[config.mk]
export PLATFORM = sky130hd
export DESIGN_NAME = sequence_flasher
export DESIGN_NICKNAME = d
export VERILOG_FILES = /design/src/rtl/simon_pkg.sv /design/src/rtl/interval_timer.sv /design/src/rtl/sequence_flasher.sv
export SDC_FILE = /design/constraint.sdc
export NUM_CORES = 1
export LEC_CHECK = 0
export ABC_CLOCK_PERIOD_IN_PS = 1900
export CORE_ASPECT_RATIO = 0.6
export CORE_MARGIN = 2
export CORE_UTILIZATION = 35
export CTS_BUF_LIST = sky130_fd_sc_hd__clkbuf_8
export CTS_CLUSTER_SIZE = 8
export DETAILED_ROUTE_END_ITERATION = 16
export SKIP_CTS_REPAIR_TIMING = 1
export SYNTH_ARGS = -nofsm -noshare
export SYNTH_HDL_FRONTEND = slang
export SYNTH_SLANG_ARGS = --single-unit
[constraint.sdc]
create_clock -name clk -period 1.9 [get_ports clk]
set_input_delay 0.19 -clock clk [delete_from_list [all_inputs] [get_ports clk]]
set_output_delay 0.19 -clock clk [all_outputs]
set_load 0.02 [all_outputs]
[src/rtl/simon_pkg.sv]
// Shared Simon game definitions: flasher state encoding, LED codes and round limit.
package simon_pkg;

  typedef enum logic [1:0] {
    FLASH_IDLE = 2'd0,
    FLASH_ON   = 2'd1,
    FLASH_OFF  = 2'd2,
    FLASH_DONE = 2'd3
  } flash_state_t;

  localparam logic [1:0] LED_LEFT  = 2'b10;
  localparam logic [1:0] LED_RIGHT = 2'b01;
  localparam logic [1:0] LED_DARK  = 2'b00;

  localparam int MAX_ROUND = 7;

  // A 1 bit lights the right LED, a 0 bit the left one.
  function automatic logic [1:0] led_for_bit(input logic b);
    return b ? LED_RIGHT : LED_LEFT;
  endfunction

endpackage

[src/rtl/interval_timer.sv]
// Loadable down-counter: holds N after a load, expires on the cycle it reads 1,
// so a phase started by a load lasts exactly N cycles. Parks at 0 when idle.
module interval_timer #(
  parameter int CNT_W = 26
) (
  input  logic             clk,
  input  logic             reset,
  input  logic             load,
  input  logic [CNT_W-1:0] load_val,
  output logic             expired
);

  logic [CNT_W-1:0] cnt_q;
  logic [CNT_W-1:0] cnt_d;

  always_comb begin
    // NOTE: default every comb output first so no path leaves it unassigned (no latch).
    cnt_d = cnt_q;
    if (load) begin
      cnt_d = load_val;
    end else if (cnt_q != '0) begin
      cnt_d = cnt_q - 1'b1;
    end
  end

  always_ff @(posedge clk) begin
    // NOTE: sequential state uses <= so every register sees pre-edge values.
    if (reset) begin
      cnt_q <= '0;
    end else begin
      cnt_q <= cnt_d;
    end
  end

  assign expired = (cnt_q == CNT_W'(1));

endmodule

[src/rtl/sequence_flasher.sv]
// Replays bits 0..round of the Simon pattern on LEDs 5:4, then raises flash_done.
// Optional FLASH_SPEEDUP_EN halves the ON time for rounds with last index >= 4.
module sequence_flasher
  import simon_pkg::*;
#(
  parameter int ON_CYCLES  = 50_000_000,
  parameter int OFF_CYCLES = 25_000_000,
  parameter int CNT_W      = 26
) (
  input  logic       clk,
  input  logic       reset,
  input  logic       flash_enable,
  input  logic [2:0] round,
  input  logic [7:0] bit_gen,
  output logic [1:0] led_flash,
  output logic       flash_done
);

  localparam logic [CNT_W-1:0] ON_FULL = CNT_W'(ON_CYCLES);
  localparam logic [CNT_W-1:0] OFF_VAL = CNT_W'(OFF_CYCLES);

  flash_state_t     state_q, state_d;
  logic [2:0]       idx_q, idx_d;
  logic [2:0]       last_idx_q, last_idx_d;
  logic [7:0]       pat_q, pat_d;
  logic             timer_load;
  logic [CNT_W-1:0] timer_val;
  logic             timer_expired;
  logic [2:0]       run_last_idx;
  logic [CNT_W-1:0] on_val;

  // While idle the run has not latched yet, so the ON time follows the live round.
  assign run_last_idx = (state_q == FLASH_IDLE) ? round : last_idx_q;

`ifdef FLASH_SPEEDUP_EN
  localparam logic [CNT_W-1:0] ON_HALF = CNT_W'(ON_CYCLES >> 1);
  assign on_val = (run_last_idx >= 3'd4) ? ON_HALF : ON_FULL;
`else
  assign on_val = ON_FULL;
`endif

  always_comb begin
    state_d    = state_q;
    idx_d      = idx_q;
    last_idx_d = last_idx_q;
    pat_d      = pat_q;
    timer_load = 1'b0;
    timer_val  = on_val;
    unique case (state_q)
      FLASH_IDLE: begin
        if (flash_enable) begin
          last_idx_d = round;
          pat_d      = bit_gen;
          idx_d      = 3'd0;
          timer_load = 1'b1;
          timer_val  = on_val;
          state_d    = FLASH_ON;
        end
      end
      FLASH_ON: begin
        if (!flash_enable) begin
          state_d = FLASH_IDLE;
        end else if (timer_expired) begin
          timer_load = 1'b1;
          timer_val  = OFF_VAL;
          state_d    = FLASH_OFF;
        end
      end
      FLASH_OFF: begin
        if (!flash_enable) begin
          state_d = FLASH_IDLE;
        end else if (timer_expired) begin
          if (idx_q == last_idx_q) begin
            state_d = FLASH_DONE;
          end else begin
            idx_d      = idx_q + 3'd1;
            timer_load = 1'b1;
            timer_val  = on_val;
            state_d    = FLASH_ON;
          end
        end
      end
      FLASH_DONE: begin
        if (!flash_enable) begin
          state_d = FLASH_IDLE;
        end
      end
      default: state_d = FLASH_IDLE;
    endcase
  end

  always_ff @(posedge clk) begin
    if (reset) begin
      state_q    <= FLASH_IDLE;
      idx_q      <= 3'd0;
      last_idx_q <= 3'd0;
      pat_q      <= 8'h00;
    end else begin
      state_q    <= state_d;
      idx_q      <= idx_d;
      last_idx_q <= last_idx_d;
      pat_q      <= pat_d;
    end
  end

  interval_timer #(
    .CNT_W(CNT_W)
  ) u_timer (
    .clk     (clk),
    .reset   (reset),
    .load    (timer_load),
    .load_val(timer_val),
    .expired (timer_expired)
  );

  // Outputs decode registered state only; inputs never reach the LEDs directly.
  assign led_flash  = (state_q == FLASH_ON) ? led_for_bit(pat_q[idx_q]) : LED_DARK;
  assign flash_done = (state_q == FLASH_DONE);

endmodule

==> flow_metrics.py <==
metrics = {
    "route": {
        "wire_per_inst_um": 16.09,
        "vias": 2278,
        "drt_iter0_drc": 191,
        "first_pass_iters": 6,
        "ant_nets": 0,
        "wl_um": 7128,
        "drt-vias-per-instance": 5.142,
        "drc_errors": 0,
    },
    "critical_path": {
        "worstPathCellList": "nor4_4, buf_4, nand2_4, nor4_4, buf_4, buf_6, and3_4, a21oi_2, a21boi_1",
        "critPathLaunchType": "flop",
        "reg2reg_from": "u_timer.cnt_q[13]",
        "startpoint": "u_timer.cnt_q[13]",
        "cp_num_buf_inv": 3,
        "crit_path_max_incr_delay_ns": 0.38,
        "path_depth": 9,
        "path_delay_family": "simple AND/OR/NAND/NOR gates",
        "criticalPathCategory": "reg2reg",
        "arrival_ns": 2.25,
        "cp_max_fo": 5,
        "cp-end-kind": "flop",
        "ff2ff_path_depth": 9,
        "critPathSlowestCell": "dfxtp_4",
        "worstPathRequired_ns": 2.09,
    },
    "yosys": {
        "synth-compound-area-share_pct": 12.97,
        "synth_area_leaders": "dfxtp_1 37%, a21oi_1 6.8%, nand2_1 5.8%",
        "ys_warn_count": 0,
        "synth_top_flop_cell": "dfxtp_1",
        "synthTopCellsByCount": "42 x dfxtp_1, 35 x nand2_1, 31 x a21oi_1",
        "syn_inst": 266,
        "synth_mux_area_share_pct": 2.419,
        "synth.distinct_cells": 50,
        "async_reset_ff_share_pct": 0,
        "synth_top_area_share_pct": 36.94,
        "synthAdderAreaFrac_pct": 4.398,
        "synth-simple-area-share_pct": 30.57,
        "yosys.area.top_type": "dfxtp_1",
        "ys_ff_latch": 42,
        "postSynthNetCount": 288,
        "avgSynthCellArea_um2": 8.556,
        "synthXorXnorAreaFrac_pct": 9.621,
        "syn_area_mm2": 0.002276,
        "synth_edf_count": 0,
        "synth.most_common_cell": "dfxtp_1",
        "synth_top_family_by_area": "simple AND/OR/NAND/NOR gates",
        "seq_area_frac_synth_pct": 36.94,
    },
    "clock_tree": {
        "cts_tree": "done",
        "cts-root-buf": "clkbuf_8",
        "numCtsBuffers": 5,
        "cts_sinks": 42,
        "htreeDepth": 2,
        "clk_pin_slew_worst_paths_ns": 0.08,
        "clock_tree.buffer_depth": 2,
        "insertion_delay_ns": 0.31,
    },
    "timing": {
        "setup_slack_ns": -0.1640,
        "min_period_over_period_pct": 108.6,
        "hold_viol": 0,
        "slew_violations": 0,
        "rsz0062_at_grt": "true",
        "hold-worst-slack_ns": 0.4245,
        "tightest_slew_ns": 0.5612,
        "fmax_mhz": 484.5,
        "slew_headroom_pct": 62.47,
        "setup_violations": 29,
        "min_period_ns": 2.064,
        "skew_ns": 0.007439,
    },
    "global_route": {
        "grt_util_all_layers_pct": 18.15,
        "grt_pass1_wl_um": 9956,
        "grt_max_degree": 14,
        "antenna_found_initial": 0,
        "gr-total-overflow": 0,
        "grt_pass1_vias": 1996,
    },
    "floorplanning": {
        "die_width_um": 108.1,
        "coreArea_mm2": 0.006193,
        "dieHeight_um": 66.46,
        "start_util_pct": 36.75,
        "num_rows": 22,
        "die_area_mm2": 0.007185,
        "io_pins": 17,
    },
    "min_path": {
        "hp-class": "in2reg",
        "hold_depth": 3,
        "min_from": "bit_gen[5]",
    },
    "placement": {
        "io_buffers": 16,
        "place_hpwl_um": 4790,
        "gp_congestion": 0.8721,
        "dp_cells": 420,
    },
    "pwr": {
        "worst_ir_drop_vdd_mv": 0.4523,
        "p_leak_nw": 1.456,
        "power_density_mw_per_mm2": 921.2,
        "p_total_mw": 3.316,
    },
    "job": {
        "maxCapViolations": 0,
    },
    "cells_and_area": {
        "fin_util_pct": 58.12,
        "synthToLayoutAreaGrowth_pct": 58.16,
        "nets": 380,
        "insertedDiodeCount": 0,
        "layout.cells.non_filler": 443,
        "layout-drive-gt1-share_pct": 43.73,
    },
    "run_status": {
        "outcome": "finished with violations",
        "violations": "setup timing",
    },
}
==> flip-flops by register name, summed over array words and instances (netlist names) <==
name and cells:
u_timer.cnt_q 26, pat_q 8, last_idx_q 3, idx_q 3, state_q 2
==> final cells by class <==
cell class,instances,area [um2]
inverter,7,26.28
clock inverter,3,41.29
fill,526,2594
tap,84,105.1
clock buffer,5,68.82
sequential,42,862.1
timing repair buffer,95,809.5
multi-input combinational,207,1687
==> cells by family (layout without fill, tap and decap cells) <==
| group | after synthesis | after routing |
|---|---|---|
| multiplexers | 3 | 3 |
| adder cells (fa/ha/maj) | 8 | 8 |
| AND/OR/NAND/NOR | 120 | 120 |
| flip-flops | 42 | 42 |
| buffers and inverters | 17 | 110 |
| AO/OA/AOI/OAI | 51 | 51 |
| XOR/XNOR | 25 | 25 |
==> path summary, 6_finish.rpt <==
| check | endpoint | slack (ns) |
|---|---|---|
| hold reg to reg | pat_q[5] | 0.46 |
| setup reg to reg | u_timer.cnt_q[17] | -0.16 |
| hold / removal | pat_q[5] | 0.42 |
| setup / recovery | u_timer.cnt_q[17] | -0.16 |
==> layer usage <==
layer / track usage (%) / up-vias / part of all wire, %
met5: 0 / - / 0
met2: 23.66 / 72 / 42
met3: 3.523 / 11 / 5.8
met1: 28.95 / 1077 / 50
li1: - / 1118 / -
met4: 5.449 / 0 / 1.4
==> worst register-to-register path, stage by stage (launching register included) <==
cell and delay (ns):
dfxtp_4 0.38, nor4_4 0.24, buf_4 0.17, nand2_4 0.07, nor4_4 0.38, buf_4 0.19, buf_6 0.09, and3_4 0.19
a21oi_2 0.09, a21boi_1 0.16
==> layout by cell type, fill, tap and decap left out, types with 3 or more instances in the layout <==
cell             netlist  layout
buf_4                  1      63
nand2_1               35      33
dfxtp_1               42      33
a21oi_1               31      25
nor2_1                24      17
buf_6                  0      17
clkdlybuf4s50_1        0      14
xnor2_1               13      12
inv_1                  7       8
xor2_1                12       8
nor4_4                 3       8
ha_1                   8       8
or3_1                  7       7
a21oi_2                0       5
clkbuf_8               0       5
dfxtp_2                0       5
nor2_2                 0       4
xor2_2                 0       4
nand4_1                4       4
nor4_1                 9       4
dfxtp_4                0       4
and2_1                 3       3
nor3_4                 0       3
nor2_4                 0       3
o21ai_0                4       3
nor3_1                 7       3
==> metrics by stage <==
stage	setup slack, ns	setup TNS (ns)	instance area (um2)
2_1_floorplan	0.007966	0	2276
3_5_place_dp	-0.1935	-1.766	2978
4_1_cts	-0.5312	-2.936	3088
5_1_grt	-0.2125	-3.935	3600
3_3_place_gp	-0.1493	-0.7353	2978
6_report	-0.1640	-2.207	3600
==> report_power, final <==
group	switching, mW	leakage (nW)	internal [mW]
combinational	0.730	1.05	0.741
sequential	0.123	0.351	0.995
clock	0.340	0.0556	0.387
(Power assumes the default switching activity.)
